===== src/rtl/multicycle_ctrl_pkg.sv =====
// Shared encodings for the multi-cycle P5 controller: FSM states, instruction
// classes, next-PC/ALU codes, datapath mux selects and opcode/funct constants.
package multicycle_ctrl_pkg;

    typedef enum logic [2:0] {
        S_FETCH  = 3'd0,
        S_DECODE = 3'd1,
        S_EXEC   = 3'd2,
        S_MEM    = 3'd3,
        S_WB     = 3'd4
    } state_e;

    typedef enum logic [3:0] {
        CLS_NOP     = 4'd0,
        CLS_RTYPE   = 4'd1,
        CLS_ORI     = 4'd2,
        CLS_LUI     = 4'd3,
        CLS_LW      = 4'd4,
        CLS_SW      = 4'd5,
        CLS_BEQ     = 4'd6,
        CLS_JAL     = 4'd7,
        CLS_JR      = 4'd8,
        CLS_ILLEGAL = 4'd9
    } cls_e;

    // sub distinguishes subu from addu inside the RTYPE class
    typedef struct packed {
        cls_e cls;
        logic sub;
    } dec_t;

    localparam logic [1:0] NPC_PC4    = 2'd0;
    localparam logic [1:0] NPC_BRANCH = 2'd1;
    localparam logic [1:0] NPC_JUMP   = 2'd2;
    localparam logic [1:0] NPC_REG    = 2'd3;

    localparam logic [1:0] ALU_ADD = 2'd0;
    localparam logic [1:0] ALU_SUB = 2'd1;
    localparam logic [1:0] ALU_OR  = 2'd2;
    localparam logic [1:0] ALU_LUI = 2'd3;

    localparam logic [1:0] MUX_ALUOP2_REGSEL    = 2'd0;
    localparam logic [1:0] MUX_ALUOP2_EXTSEL    = 2'd1;
    localparam logic [1:0] MUX_REGWADDR_RDSEL   = 2'd0;
    localparam logic [1:0] MUX_REGWADDR_RTSEL   = 2'd1;
    localparam logic [1:0] MUX_REGWADDR_LINKSEL = 2'd2;
    localparam logic [1:0] MUX_REGWDATA_ALUSEL  = 2'd0;
    localparam logic [1:0] MUX_REGWDATA_MEMSEL  = 2'd1;
    localparam logic [1:0] MUX_REGWDATA_LINKSEL = 2'd2;

    localparam logic [5:0] OP_SPECIAL = 6'b000000;
    localparam logic [5:0] OP_ORI     = 6'b001101;
    localparam logic [5:0] OP_LUI     = 6'b001111;
    localparam logic [5:0] OP_LW      = 6'b100011;
    localparam logic [5:0] OP_SW      = 6'b101011;
    localparam logic [5:0] OP_BEQ     = 6'b000100;
    localparam logic [5:0] OP_JAL     = 6'b000011;

    localparam logic [5:0] FN_SLL  = 6'b000000;
    localparam logic [5:0] FN_JR   = 6'b001000;
    localparam logic [5:0] FN_ADDU = 6'b100001;
    localparam logic [5:0] FN_SUBU = 6'b100011;

endpackage


===== src/rtl/multicycle_ctrl_if.sv =====
// Controller <-> datapath bundle: IR fields and status in, enables and selects out.
interface multicycle_ctrl_if #(
    parameter int unsigned CNT_W = 32
);
    logic [5:0]       opcode;
    logic [5:0]       funct;
    logic             zero;
    logic             mem_ready;
    logic             pc_we;
    logic [1:0]       npc_sel;
    logic             ir_we;
    logic             reg_we;
    logic             mem_we;
    logic [1:0]       alu_ctrl;
    logic             ext_op;
    logic [1:0]       alu_op2_sel;
    logic [1:0]       reg_waddr_sel;
    logic [1:0]       reg_wdata_sel;
    logic             illegal;
    logic             instr_done;
    logic [CNT_W-1:0] retired;

    modport master (
        input  opcode, funct, zero, mem_ready,
        output pc_we, npc_sel, ir_we, reg_we, mem_we, alu_ctrl, ext_op,
               alu_op2_sel, reg_waddr_sel, reg_wdata_sel, illegal, instr_done,
               retired
    );

    modport slave (
        output opcode, funct, zero, mem_ready,
        input  pc_we, npc_sel, ir_we, reg_we, mem_we, alu_ctrl, ext_op,
               alu_op2_sel, reg_waddr_sel, reg_wdata_sel, illegal, instr_done,
               retired
    );
endinterface


===== src/rtl/multicycle_ctrl_decode.sv =====
// Combinational opcode/funct to instruction-class decoder.
module ctrl_decode
    import multicycle_ctrl_pkg::*;
(
    input  logic [5:0] opcode_i,
    input  logic [5:0] funct_i,
    output dec_t       dec_o
);
    always_comb begin
        dec_o.cls = CLS_ILLEGAL;
        dec_o.sub = 1'b0;
        case (opcode_i)
            OP_SPECIAL: begin
                case (funct_i)
                    FN_ADDU: dec_o.cls = CLS_RTYPE;
                    FN_SUBU: begin
                        dec_o.cls = CLS_RTYPE;
                        dec_o.sub = 1'b1;
                    end
                    FN_JR:   dec_o.cls = CLS_JR;
                    FN_SLL:  dec_o.cls = CLS_NOP;
                    default: dec_o.cls = CLS_ILLEGAL;
                endcase
            end
            OP_ORI:  dec_o.cls = CLS_ORI;
            OP_LUI:  dec_o.cls = CLS_LUI;
            OP_LW:   dec_o.cls = CLS_LW;
            OP_SW:   dec_o.cls = CLS_SW;
            OP_BEQ:  dec_o.cls = CLS_BEQ;
            OP_JAL:  dec_o.cls = CLS_JAL;
            default: dec_o.cls = CLS_ILLEGAL;
        endcase
    end
endmodule


===== src/rtl/multicycle_ctrl.sv =====
// Multi-cycle P5 control FSM (FETCH/DECODE/EXEC/MEM/WB) with Moore output
// decode from state + latched class, and a retired-instruction counter.
module multicycle_ctrl
    import multicycle_ctrl_pkg::*;
#(
    parameter bit          MEM_HANDSHAKE = 1'b1,
    parameter int unsigned CNT_W         = 32
) (
    input  logic                 clk,
    input  logic                 reset_n,
    multicycle_ctrl_if.master    bus
);
    state_e           state_q, state_d;
    dec_t             cls_q, cls_d;
    dec_t             dec_now;
    logic [CNT_W-1:0] retired_q, retired_d;
    logic             ready;

    logic       pc_we, ir_we, reg_we, mem_we, ext_op, illegal, instr_done;
    logic [1:0] npc_sel, alu_ctrl, alu_op2_sel, reg_waddr_sel, reg_wdata_sel;

    assign ready = !MEM_HANDSHAKE || bus.mem_ready;

    ctrl_decode u_decode (
        .opcode_i (bus.opcode),
        .funct_i  (bus.funct),
        .dec_o    (dec_now)
    );

    always_ff @(posedge clk) begin
        if (!reset_n) begin
            state_q   <= S_FETCH;
            cls_q     <= '{cls: CLS_NOP, sub: 1'b0};
            retired_q <= '0;
        end else begin
            state_q   <= state_d;
            cls_q     <= cls_d;
            retired_q <= retired_d;
        end
    end

    always_comb begin
        state_d = state_q;
        cls_d   = cls_q;
        case (state_q)
            S_FETCH: if (ready) state_d = S_DECODE;
            S_DECODE: begin
                cls_d = dec_now;
                case (dec_now.cls)
                    CLS_JAL:              state_d = S_WB;
                    CLS_NOP, CLS_ILLEGAL: state_d = S_FETCH;
                    default:              state_d = S_EXEC;
                endcase
            end
            S_EXEC: begin
                case (cls_q.cls)
                    CLS_LW, CLS_SW:   state_d = S_MEM;
                    CLS_BEQ, CLS_JR:  state_d = S_FETCH;
                    default:          state_d = S_WB;
                endcase
            end
            S_MEM: if (ready) state_d = (cls_q.cls == CLS_SW) ? S_FETCH : S_WB;
            S_WB:    state_d = S_FETCH;
            default: state_d = S_FETCH;
        endcase
    end

    // Whole decode is gated by reset_n so enables and selects read 0 during reset
    always_comb begin
        pc_we         = 1'b0;
        ir_we         = 1'b0;
        reg_we        = 1'b0;
        mem_we        = 1'b0;
        ext_op        = 1'b0;
        illegal       = 1'b0;
        instr_done    = 1'b0;
        npc_sel       = NPC_PC4;
        alu_ctrl      = ALU_ADD;
        alu_op2_sel   = MUX_ALUOP2_REGSEL;
        reg_waddr_sel = MUX_REGWADDR_RDSEL;
        reg_wdata_sel = MUX_REGWDATA_ALUSEL;
        if (reset_n) begin
            case (state_q)
                S_FETCH: begin
                    ir_we = ready;
                    pc_we = ready;
                end
                S_DECODE: begin
                    illegal    = (dec_now.cls == CLS_ILLEGAL);
                    instr_done = (dec_now.cls == CLS_ILLEGAL) || (dec_now.cls == CLS_NOP);
                end
                S_EXEC: begin
                    case (cls_q.cls)
                        CLS_RTYPE: begin
                            alu_op2_sel = MUX_ALUOP2_REGSEL;
                            alu_ctrl    = cls_q.sub ? ALU_SUB : ALU_ADD;
                        end
                        CLS_ORI: begin
                            alu_op2_sel = MUX_ALUOP2_EXTSEL;
                            alu_ctrl    = ALU_OR;
                        end
                        CLS_LUI: begin
                            alu_op2_sel = MUX_ALUOP2_EXTSEL;
                            alu_ctrl    = ALU_LUI;
                        end
                        CLS_LW, CLS_SW: begin
                            alu_op2_sel = MUX_ALUOP2_EXTSEL;
                            ext_op      = 1'b1;
                            alu_ctrl    = ALU_ADD;
                        end
                        CLS_BEQ: begin
                            alu_op2_sel = MUX_ALUOP2_REGSEL;
                            alu_ctrl    = ALU_SUB;
                            pc_we       = bus.zero;
                            npc_sel     = NPC_BRANCH;
                            instr_done  = 1'b1;
                        end
                        CLS_JR: begin
                            pc_we      = 1'b1;
                            npc_sel    = NPC_REG;
                            instr_done = 1'b1;
                        end
                        default: ;
                    endcase
                end
                S_MEM: begin
                    if (ready && cls_q.cls == CLS_SW) begin
                        mem_we     = 1'b1;
                        instr_done = 1'b1;
                    end
                end
                S_WB: begin
                    reg_we     = 1'b1;
                    instr_done = 1'b1;
                    case (cls_q.cls)
                        CLS_RTYPE: begin
                            reg_waddr_sel = MUX_REGWADDR_RDSEL;
                            reg_wdata_sel = MUX_REGWDATA_ALUSEL;
                        end
                        CLS_ORI, CLS_LUI: begin
                            reg_waddr_sel = MUX_REGWADDR_RTSEL;
                            reg_wdata_sel = MUX_REGWDATA_ALUSEL;
                        end
                        CLS_LW: begin
                            reg_waddr_sel = MUX_REGWADDR_RTSEL;
                            reg_wdata_sel = MUX_REGWDATA_MEMSEL;
                        end
                        CLS_JAL: begin
                            reg_waddr_sel = MUX_REGWADDR_LINKSEL;
                            reg_wdata_sel = MUX_REGWDATA_LINKSEL;
                            pc_we         = 1'b1;
                            npc_sel       = NPC_JUMP;
                        end
                        default: ;
                    endcase
                end
                default: ;
            endcase
        end
    end

    assign retired_d = instr_done ? retired_q + CNT_W'(1) : retired_q;

    assign bus.pc_we         = pc_we;
    assign bus.npc_sel       = npc_sel;
    assign bus.ir_we         = ir_we;
    assign bus.reg_we        = reg_we;
    assign bus.mem_we        = mem_we;
    assign bus.alu_ctrl      = alu_ctrl;
    assign bus.ext_op        = ext_op;
    assign bus.alu_op2_sel   = alu_op2_sel;
    assign bus.reg_waddr_sel = reg_waddr_sel;
    assign bus.reg_wdata_sel = reg_wdata_sel;
    assign bus.illegal       = illegal;
    assign bus.instr_done    = instr_done;
    assign bus.retired       = retired_q;
endmodule


===== src/flat_wrapper.sv =====
// flat-port wrapper written by rule: the top's interface ports become plain ports
module multicycle_ctrl_flat import multicycle_ctrl_pkg::*;
#(
    parameter bit          MEM_HANDSHAKE = 1'b1,
    parameter int unsigned CNT_W         = 32
)
  (clk, reset_n, bus_opcode, bus_funct, bus_zero, bus_mem_ready, bus_pc_we, bus_npc_sel, bus_ir_we, bus_reg_we, bus_mem_we, bus_alu_ctrl, bus_ext_op, bus_alu_op2_sel, bus_reg_waddr_sel, bus_reg_wdata_sel, bus_illegal, bus_instr_done, bus_retired);
  multicycle_ctrl_if #(.CNT_W(CNT_W)) bus_i ();
  input  logic clk;
  input  logic reset_n;
  input wire logic [$bits(bus_i.opcode)-1:0] bus_opcode;
  input wire logic [$bits(bus_i.funct)-1:0] bus_funct;
  input wire logic [$bits(bus_i.zero)-1:0] bus_zero;
  input wire logic [$bits(bus_i.mem_ready)-1:0] bus_mem_ready;
  output wire logic [$bits(bus_i.pc_we)-1:0] bus_pc_we;
  output wire logic [$bits(bus_i.npc_sel)-1:0] bus_npc_sel;
  output wire logic [$bits(bus_i.ir_we)-1:0] bus_ir_we;
  output wire logic [$bits(bus_i.reg_we)-1:0] bus_reg_we;
  output wire logic [$bits(bus_i.mem_we)-1:0] bus_mem_we;
  output wire logic [$bits(bus_i.alu_ctrl)-1:0] bus_alu_ctrl;
  output wire logic [$bits(bus_i.ext_op)-1:0] bus_ext_op;
  output wire logic [$bits(bus_i.alu_op2_sel)-1:0] bus_alu_op2_sel;
  output wire logic [$bits(bus_i.reg_waddr_sel)-1:0] bus_reg_waddr_sel;
  output wire logic [$bits(bus_i.reg_wdata_sel)-1:0] bus_reg_wdata_sel;
  output wire logic [$bits(bus_i.illegal)-1:0] bus_illegal;
  output wire logic [$bits(bus_i.instr_done)-1:0] bus_instr_done;
  output wire logic [$bits(bus_i.retired)-1:0] bus_retired;
  assign bus_i.opcode = bus_opcode;
  assign bus_i.funct = bus_funct;
  assign bus_i.zero = bus_zero;
  assign bus_i.mem_ready = bus_mem_ready;
  assign bus_pc_we = bus_i.pc_we;
  assign bus_npc_sel = bus_i.npc_sel;
  assign bus_ir_we = bus_i.ir_we;
  assign bus_reg_we = bus_i.reg_we;
  assign bus_mem_we = bus_i.mem_we;
  assign bus_alu_ctrl = bus_i.alu_ctrl;
  assign bus_ext_op = bus_i.ext_op;
  assign bus_alu_op2_sel = bus_i.alu_op2_sel;
  assign bus_reg_waddr_sel = bus_i.reg_waddr_sel;
  assign bus_reg_wdata_sel = bus_i.reg_wdata_sel;
  assign bus_illegal = bus_i.illegal;
  assign bus_instr_done = bus_i.instr_done;
  assign bus_retired = bus_i.retired;
  multicycle_ctrl #(.MEM_HANDSHAKE(MEM_HANDSHAKE), .CNT_W(CNT_W)) u_core (.clk(clk), .reset_n(reset_n), .bus(bus_i));
endmodule

===== config.mk =====
export PLATFORM = sky130hd
export DESIGN_NAME = multicycle_ctrl_flat
export DESIGN_NICKNAME = d
export VERILOG_FILES = /design/src/rtl/multicycle_ctrl_pkg.sv /design/src/rtl/multicycle_ctrl_if.sv /design/src/rtl/multicycle_ctrl_decode.sv /design/src/rtl/multicycle_ctrl.sv /design/src/flat_wrapper.sv
export SDC_FILE = /design/constraint.sdc
export NUM_CORES = 1
export LEC_CHECK = 0
export CORE_MARGIN = 2
export CORE_UTILIZATION = 44
export CTS_CLUSTER_SIZE = 8
export DETAILED_ROUTE_END_ITERATION = 10
export PLACE_DENSITY = 0.79
export SYNTH_ARGS = -nofsm -noshare
export SYNTH_HDL_FRONTEND = slang
export SYNTH_HIERARCHICAL = 1
export SYNTH_SLANG_ARGS = --single-unit

===== constraint.sdc =====
create_clock -name clk -period 3.7 [get_ports clk]
set_input_delay 0.74 -clock clk [delete_from_list [all_inputs] [get_ports clk]]
set_output_delay 0.74 -clock clk [all_outputs]
set_load 0.01 [all_outputs]

## Yosys cells after proc, flatten, opt, wreduce, memory -nomap -nowiden

Cells that the tools add are included.

| word-level totals | value |
|---|---|
| flip-flop bits (word level) | 40 |
| input port bits | 16 |
| output and inout port bits | 49 |
| logic and storage cells | 89 |

| cells by class | value |
|---|---|
| add/sub/neg operators | 1 |
| equality and inequality tests | 25 |
| multiplexer cells | 46 |
| reductions and logical operators | 13 |

Operator list:

| kind | number |
|---|---|
| 32-bit by 1-bit adder with 32-bit output, second input constant | 1 |
| 4-bit case mux with 7 select lines | 1 |
| 6-bit == test, second input constant | 4 |
| 4-bit by 3-bit == test with 1-bit output, second input constant | 5 |
| 1-bit two-way mux | 20 |
| 2-bit two-way mux | 10 |
| 6-bit by 4-bit == test with 1-bit output, second input constant | 3 |
| 2-bit case mux with 2 select lines | 4 |
| 6-bit zero test | 2 |
| 3-bit case mux with 2 select lines | 2 |
| 3-bit case mux with 4 select lines | 1 |
| 4-bit case mux with 3 select lines | 1 |
| 3-bit two-way mux | 3 |
| 4-bit by 2-bit == test with 1-bit output, second input constant | 2 |
| 4-bit == test, second input constant | 2 |
| 2-bit case mux with 4 select lines | 1 |
| 2-bit OR reduction | 4 |
| 3-bit by 2-bit == test with 1-bit output, second input constant | 2 |
| 6-bit by 2-bit == test with 1-bit output, second input constant | 1 |
| 6-bit by 3-bit == test with 1-bit output, second input constant | 1 |
| 4-bit by 1-bit == test with 1-bit output, second input constant | 1 |
| 4-bit zero test | 1 |
| 2-bit inequality test, second input constant | 2 |
| 1-bit case mux with 4 select lines | 1 |
| other kinds (10) | 10 |

## Longest topological paths before layout

Gate-level depths: netlist of the first run.

| depth | value |
|---|---|
| word-level depth | 8 |
| depth in mapped cells | 12 |
| gate-level depth less buffers | 8 |

## Cells and area by module

Netlist of the first run, hierarchy kept.

Modules (own cells, without submodules):

| module | instances | cells each | area an instance (um2) | sequential area each (um2) |
|---|---|---|---|---|
| multicycle_ctrl | 1 | 290 | 2258.4 | 800.8 |
| ctrl_decode | 1 | 32 | 230.2 | 0.0 |

## Worst setup path after synthesis of the first run

Ideal clock, no wire load.

| timing | value |
|---|---|
| path kind | in2out |
| start | input port bus_opcode[2] |
| end | output port bus_instr_done |
| data arrival time | 3013 ps |
| required time | 2960 ps |
| setup slack | -53 ps |
| cell stages on the path | 11 |
| path buffers | 4 |
| cells stage by stage | clkbuf_1 > and3b_1 > o21bai_1 > a211oi_1 > or4b_1 > o32a_1 > o211a_1 > buf_6 > clkbuf_1 > clkbuf_1 > nor2_1 |

RTL lines:

| element | RTL line | text |
|---|---|---|
| start, declared | flat_wrapper.sv:11 | `input wire logic [$bits(bus_i.opcode)-1:0] bus_opcode;` |
| end, declared | flat_wrapper.sv:26 | `output wire logic [$bits(bus_i.instr_done)-1:0] bus_instr_done;` |

==> metrics.md, run 1 <==
| Metric | Value |
|---|---|
| Number of cell rows | `27` |
| Global routing met2 resource utilization | `36.19%` |
| Horizontal die dimension | `79.21 microns` |
| First-iteration detailed-routing DRC count | `174` |
| Comb power frac | `around 14%` |
| Count of cell types in the netlist | `53` |
| Antenna violations before repair | `0` |
| Highest-count cells in the layout ignoring fill and taps | `clkdlybuf4s50_1, dfxtp_1, a21oi_1` |
| Worst path required time | `2.96 ns` |
| CP Data Arrival Time | `2.87 ns` |
| Final worst path period need | `3.610 ns` |
| Most frequent standard cell in the layout excluding fill and tap cells | `clkdlybuf4s50_1` |
| Internal power consumption | `734.5 uW` |
| Placed Cells | `between 400 and 500` |
| Post-synth EDFFs | `0` |
| Highest clock frequency the design can meet | `277.0 MHz` |
| Total of warnings raised by yosys | `6` |
| Net switching power figure | `roughly 240 uW` |
| CTS tree | `yes` |
| # setup viols final | `0` |
| Final Routed Wirelength | `6535 microns` |
| Detailed-route DRC error count | `0` |
| Post-layout instance count excluding filler cells | `459` |
| Antenna cells | `0` |
| Number of buffers added to fix hold violations after cts | `0` |
| Dominant register cell in the synthesized netlist | `dfxtp_1` |
| Clk slew on worst S/H paths | `0.08 ns` |
| Number of buffers and inverters on the critical path | `3` |
| Summed negative setup slack over all endpoints | `0 ns` |
| DR WL/cell | `approximately 14 microns` |
| Worst setup timing slack at the placement stage | `-0.4241 ns` |
| Tcrit/Tclk final | `97.56%` |
| Via count of the first global-routing pass | `2444` |
| Met1 Track Usage GR | `25.61%` |
| Final Worst Setup Slack | `about 0.09 ns` |
| Core region area | `5473 sq um` |
| Max H-tree Level | `2` |
| Vias after detailed routing | `2704` |
| Port-buffer cells | `63` |
| Clock share of power | `40.0%` |
| Worst-path maximum fanout | `7` |
| Clock latency on the worst-skew pair | `slightly below 0.3 ns` |
| Number of register bits inferred by synthesis | `40` |
| Areal power density over the cells | `287.3 nW/um^2` |
| Critical Path Sink Type | `output port` |
| Number of buffers on the longest clock path | `2` |
| Clock root buffer | `clkbuf_8` |
| Clock tree sinks | `40` |
| Wire length of the first global-routing pass | `about 11000 microns` |
| Detailed-placement wirelength estimate | `4567 microns` |
| Run status | `finished clean` |
| Synthesized area | `2489 sq um` |
| Die area | `6273 sq um` |
| Maximum ir drop on the vdd rail | `0.1539 mV` |
| Initial cell density of the core | `45.47%` |
| Pin count of the biggest net entering global routing | `63` |
| Setup repair bufs after CTS | `0` |
| Average via count per standard cell | `5.891` |
| Type of the worst setup path | `in2out` |
| Maximum Capacitance Violations | `0` |
| Remaining global-route overflow | `0` |
| Mapped Nets | `339` |
| Final estimated routing congestion in global placement | `0.9756` |
| Pins Over Slew Limit | `0` |
| Worst path cell trace | `clkdlybuf4s50_1 > buf_4 > nand4b_1 > a41oi_4 > o221ai_2 > xor2_1 > o32a_1 > o211a_1 > nor2_2 > buf_2` |
| Proportion of power drawn by flip-flops and latches | `46.1%` |
| Num CTS Buffers | `5` |
| Global-route layer with the greatest usage | `met2` |
| Sw frac | `24.42%` |
| Worst clock skew on the final layout | `about 0.0036 ns` |
| Classification of the worst-slack hold path | `reg2reg` |
| Number of fill cells in the layout | `500` |
| Worst slew margin relative to its limit | `between 50 and 60%` |
| Share of post-route cells with drive strength above 1 | `10.85%` |
| Post-route ant nets | `0` |
| Final hold violation count | `0` |
| Leakage Power | `1.091 nW` |
| Die Ht | `79.21 microns` |
| Global routing usage summed across all routing layers | `20.48%` |
| Startpoint kind of the worst setup timing path | `input port` |
| Setup repair after global routing missed its margin | `false` |
| Synthesis-to-finish area growth | `35.95%` |
| Slowest cell on crit path | `clkdlybuf4s50_1` |
| Final #Nets | `a little over 400` |
| Global routing met3 resource utilization | `4.205%` |
| I/O pin count | `65` |
| Actual slew at the worst max-slew pin | `between 0.6 and 0.7 ns` |
| Portion of the post-synthesis area used by sequential elements | `32.18%` |
| Delay of the slowest cell on the worst path | `0.44 ns` |
| Mean post-synth cell area | `7.729 sq um` |
| Proportion of register bits with asynchronous set or reset after synthesis | `0%` |
| Number of instances in the synthesized netlist | `roughly 320` |
| Family with the most delay on the worst path | `compound AO/OA/AOI/OAI gates` |
| Number of optimization iterations in the first detailed-route pass | `4` |
-- kinds of logic after synthesis --
family / count (synthesis) / share of synthesized area, %
flip-flops: 40 / 32.18
AND/OR/NAND/NOR: 152 / 35.14
XOR/XNOR: 4 / 1.408
multiplexers: 5 / 2.011
adder cells (fa/ha/maj): 1 / 0.5027
other: 1 / 0.1507
buffers and inverters: 34 / 7.038
AO/OA/AOI/OAI: 85 / 21.57
-- per-stage QoR --
step | total power, mW | area [sq um] | hold slack [ns] | util (%)
2_1_floorplan | 0.5399 | 2494 | 0.4611 | -
3_3_place_gp | 0.5858 | 3221 | 0.4591 | 58.85
3_5_place_dp | 0.5882 | 3221 | 0.4883 | 58.85
4_1_cts | 0.9767 | 3359 | 0.5011 | 61.39
5_1_grt | 1.015 | 3383 | 0.5162 | 61.82
6_report | 0.9719 | 3383 | 0.5002 | 61.82
-- cells in the mapped netlist, drive strengths merged, types with 2 or more instances --
master | instances | area [sq um]
a211oi | 3 | 22.52
a21oi | 37 | 185.2
and3 | 3 | 18.77
and3b | 2 | 17.52
and4 | 3 | 26.28
buf | 9 | 80.06
clkbuf | 18 | 68.81
dfxtp | 40 | 800.8
inv | 7 | 26.27
mux2i | 5 | 50.05
nand2 | 20 | 75.07
nand2b | 3 | 18.77
nand3 | 21 | 105.1
nand4 | 9 | 56.30
nand4b | 2 | 17.52
nor2 | 25 | 93.84
nor2b | 4 | 25.02
nor3 | 13 | 70.07
nor3b | 3 | 22.52
nor4 | 5 | 31.28
o21a | 2 | 15.01
o21ai | 14 | 70.07
o31ai | 17 | 127.6
o41ai | 2 | 17.52
or3 | 11 | 68.82
or4 | 19 | 146.4
or4b | 3 | 30.03
xor2 | 4 | 35.03
-- state kept, by name, summed over array words and instances (netlist names) --
signal / cells
u_core/bus.retired: 32
u_core/cls_q: 5
u_core/state_q: 3
-- power groups by stage --
| stage | registers [mW] | clock network, mW | logic [mW] |
|---|---|---|---|
| after floorplan | 0.451 | 0 | 0.0886 |
| after global placement | 0.458 | 0 | 0.128 |
| after detailed placement | 0.458 | 0 | 0.131 |
| after CTS | 0.448 | 0.398 | 0.131 |
| after global routing | 0.450 | 0.419 | 0.146 |
| final | 0.448 | 0.389 | 0.135 |
-- worst paths after layout --
| path | to | depth (start not counted) | startpoint | slack [ns] |
|---|---|---|---|---|
| worst min-delay path | u_core/bus.retired[25] | 2 | u_core/bus.retired[25] | 0.50 |
| worst min register to register | u_core/bus.retired[25] | 2 | u_core/bus.retired[25] | 0.50 |
| worst max-delay path | bus_instr_done | 10 | bus_opcode[5] | 0.09 |
| worst max register to register | u_core/bus.retired[31] | 5 | u_core/bus.retired[3] | 1.08 |
-- layout make-up --
class / count / area, sq um / area share, %
multi-input combinational: 248 / 1555 / 45.97
sequential: 40 / 800.8 / 23.67
timing repair buffer: 84 / 784.5 / 23.19
clock buffer: 7 / 96.34 / 2.848
tap: 72 / 90.09 / 2.663
clock inverter: 1 / 30.03 / 0.8876
inverter: 7 / 26.28 / 0.7766
-- timing repair --
| item | 4_1_cts | 5_1_grt |
|---|---|---|
| resized for setup | 6 | 11 |
| pin swaps | 0 | 2 |
| endpoints found under the setup margin | 2 | 7 |
-- worst register-to-register path: cells and delay by family (launching register included) --
family,cells,cell delay [ns]
DFF,1,0.44
and+or+nand+nor,4,1.94
AOI/OAI and AO/OA,1,0.17
-- layer usage --
layer / wire, microns / vias up
met3: 331 / 9
met2: 3172 / 85
met1: 2976 / 1262
met5: 0 / -
met4: 54 / 0
li1: - / 1348
Power figures use the tool's default switching activity.
==> run 2: changes to the inputs <==
Settings changed: CORE_ASPECT_RATIO from default to 1.25.
==> metrics.md, run 2 (same netlist as run 1, synthesis figures left out) <==
| Metric | Value |
|---|---|
| Launch point of the worst reg-to-reg path | `u_core/bus.retired[3]` |
| Global-route layer with the greatest usage | `met2` |
| Worst clock skew on the final layout | `0.006650 ns (+0.003091 ns)` |
| Final estimated routing congestion in global placement | `0.9511 (-2.5%)` |
| Highest clock frequency the design can meet | `272.9 MHz (-1.5%)` |
| Post-Route Hold Slack | `0.4903 ns (-0.009982 ns)` |
| CP Data Arrival Time | `2.92 ns (+0.05 ns)` |
| Global routing met3 resource utilization | `3.567% (-0.64 points)` |
| Clock root buffer | `clkbuf_8` |
| Maximum Capacitance Violations | `0 (unchanged)` |
| Worst path required time | `2.96 ns (about the same)` |
| Final #Nets | `403 (unchanged)` |
| Pin count of the biggest net entering global routing | `63 (unchanged)` |
| Vias after detailed routing | `2699 (-0.18%)` |
| Fin util | `62.02% (+0.20 points)` |
| Die Ht | `88.09 microns (+11%)` |
| Clock latency on the worst-skew pair | `0.29 ns (about the same)` |
| CTS tree | `yes` |
| Horizontal die dimension | `71.27 microns (-10%)` |
| Pins Over Slew Limit | `0 (unchanged)` |
| Antenna cells | `0 (unchanged)` |
| Final worst path period need | `3.664 ns (+0.05423 ns)` |
| Highest-count cells in the layout ignoring fill and taps | `clkdlybuf4s50_1, dfxtp_1, a21oi_1` |
| Post-route design area | `3376 sq um (-0.22%)` |
| Global routing met2 resource utilization | `36.45% (+0.26 points)` |
| Startpoint of the lowest-slack hold path | `u_core/bus.retired[31]` |
| First-iteration detailed-routing DRC count | `175 (+0.57%)` |
| Port-buffer cells | `63 (unchanged)` |
| Initial cell density of the core | `45.72% (+0.25 points)` |
| Average via count per standard cell | `5.984 (+1.6%)` |
| Number of buffers on the longest clock path | `2 (unchanged)` |
| Die area | `6277 sq um (about the same)` |
| Number of buffers added to fix hold violations after cts | `0 (unchanged)` |
| Post-route ant nets | `0 (unchanged)` |
| Classification of the worst-slack hold path | `reg2reg` |
| Worst-case register-to-register setup slack | `1.12 ns (+0.04 ns)` |
| Most frequent standard cell in the layout excluding fill and tap cells | `clkdlybuf4s50_1` |
| Final Worst Setup Slack | `0.03622 ns (-0.05423 ns)` |
| Max H-tree Level | `2 (unchanged)` |
| Core region area | `5443 sq um (-0.55%)` |
| Worst slew margin relative to its limit | `57.36% (+0.11 points)` |
| Number of flip-flops in the largest register | `32 (unchanged)` |
| Worst setup timing slack at the placement stage | `-0.3696 ns (+0.05448 ns)` |
| Tcrit/Tclk final | `99.02% (+1.5 points)` |
| Clock tree sinks | `40 (unchanged)` |
| Critical Path Sink Type | `output port` |
| Final hold violation count | `0 (unchanged)` |
| Global routing usage summed across all routing layers | `20.78% (+0.30 points)` |
| I/O pin count | `65 (unchanged)` |
| Wire length of the first global-routing pass | `10740 microns (+0.58%)` |
| Met1 Track Usage GR | `24.40% (-1.2 points)` |
| Hold depth | `2 (unchanged)` |
| Hold Crit Endpoint | `u_core/bus.retired[31]` |
| Number of fill cells in the layout | `493 (-1.4%)` |
| Worst-path maximum fanout | `7 (unchanged)` |
| # setup viols final | `0 (unchanged)` |
| Maximum ir drop on the vdd rail | `0.1402 mV (-8.9%)` |
| Synthesis-to-finish area growth | `35.65%` |
| Actual slew at the worst max-slew pin | `0.6378 ns (-0.001624 ns)` |
| Clk slew on worst S/H paths | `0.08 ns (about the same)` |
| Register Area | `800.8 sq um (unchanged)` |
| Final Routed Wirelength | `6470 microns (-0.99%)` |
| Remaining global-route overflow | `0 (unchanged)` |
| Antenna violations before repair | `0 (unchanged)` |
| FF-to-FF End | `u_core/bus.retired[29]` |
| Via count of the first global-routing pass | `2444 (unchanged)` |
| Dpl cell area | `3211 sq um (-0.31%)` |
| Area of combinational cells with multiple inputs | `1555 sq um (unchanged)` |
| Leakage Power | `1.079 nW (-1.2%)` |
| Areal power density over the cells | `287.8 nW/um^2 (+0.17%)` |
| Setup repair after global routing missed its margin | `true` |
| Share of post-route cells with drive strength above 1 | `11.11% (+0.26 points)` |
| Power, Total | `971.4 uW (about the same)` |
| Number of optimization iterations in the first detailed-route pass | `4 (unchanged)` |
| R2r worst-path depth | `5 (unchanged)` |
| Type of the worst setup path | `in2out` |
| Num CTS Buffers | `5 (unchanged)` |
| Run status | `finished clean` |
| DR WL/cell | `14.35 microns (+0.76%)` |
| Number of cell rows | `30 (+11%)` |
| Startpoint kind of the worst setup timing path | `input port` |
| Detailed-placement wirelength estimate | `4681 microns (+2.5%)` |
| Detailed-route DRC error count | `0 (unchanged)` |
## run 2: area by class of cell
| class | count | area share (%) |
|---|---|---|
| multi-input cells | 248 | 46.07 |
| repair buffers | 84 | 23.31 |
| well taps | 64 | 2.372 |
| flip-flops and latches | 40 | 23.72 |
| clock inverters | 1 | 0.8895 |
| inverters | 7 | 0.7784 |
| clock buffers | 7 | 2.854 |
## run 2: worst max-delay path: stages
cell	delay, ns
clkdlybuf4s50_1	0.43
buf_4	0.17
nor3_2	0.29
nand2_1	0.13
buf_4	0.16
o221ai_2	0.19
xor2_1	0.10
o32a_1	0.18
o211a_1	0.23
nor2_2	0.08
clkdlybuf4s15_2	0.22
## run 2: metrics by stage
step | cells | setup TNS, ns
floorplan | 322 | 0
global placement | 443 | -1.158
detailed placement | 443 | -2.168
CTS | 451 | -0.04329
global route | 451 | -0.1286
finish | 451 | 0
## run 2: what timing repair did
item,4_1_cts,5_1_grt
resized for setup,8,9
setup endpoints to repair,2,2
buffers inserted,0,0
pin swaps,2,2
gates cloned,0,0
## run 2: how the worst max path moves through the flow
stage,from,end,slack [ns]
6_report,bus_opcode[5],bus_instr_done,0.04
5_1_grt,bus_opcode[5],bus_illegal,-0.07
2_1_floorplan,bus_opcode[5],bus_instr_done,0.04
3_3_place_gp,bus_opcode[3],bus_instr_done,-0.35
4_1_cts,bus_opcode[1],bus_instr_done,-0.04
3_5_place_dp,bus_opcode[3],bus_instr_done,-0.37
## run 2: report_power, final
part / switching (mW) / internal [mW]
logic: 0.0726 / 0.0603
clock network: 0.152 / 0.238
registers: 0.0126 / 0.436
total: 0.237 / 0.734
## run 2: per-layer routing
layer / routed length, microns / up-vias
met1: 2695 / 1265
met5: 0 / -
met2: 3337 / 81
li1: - / 1341
met4: 128 / 0
met3: 309 / 12
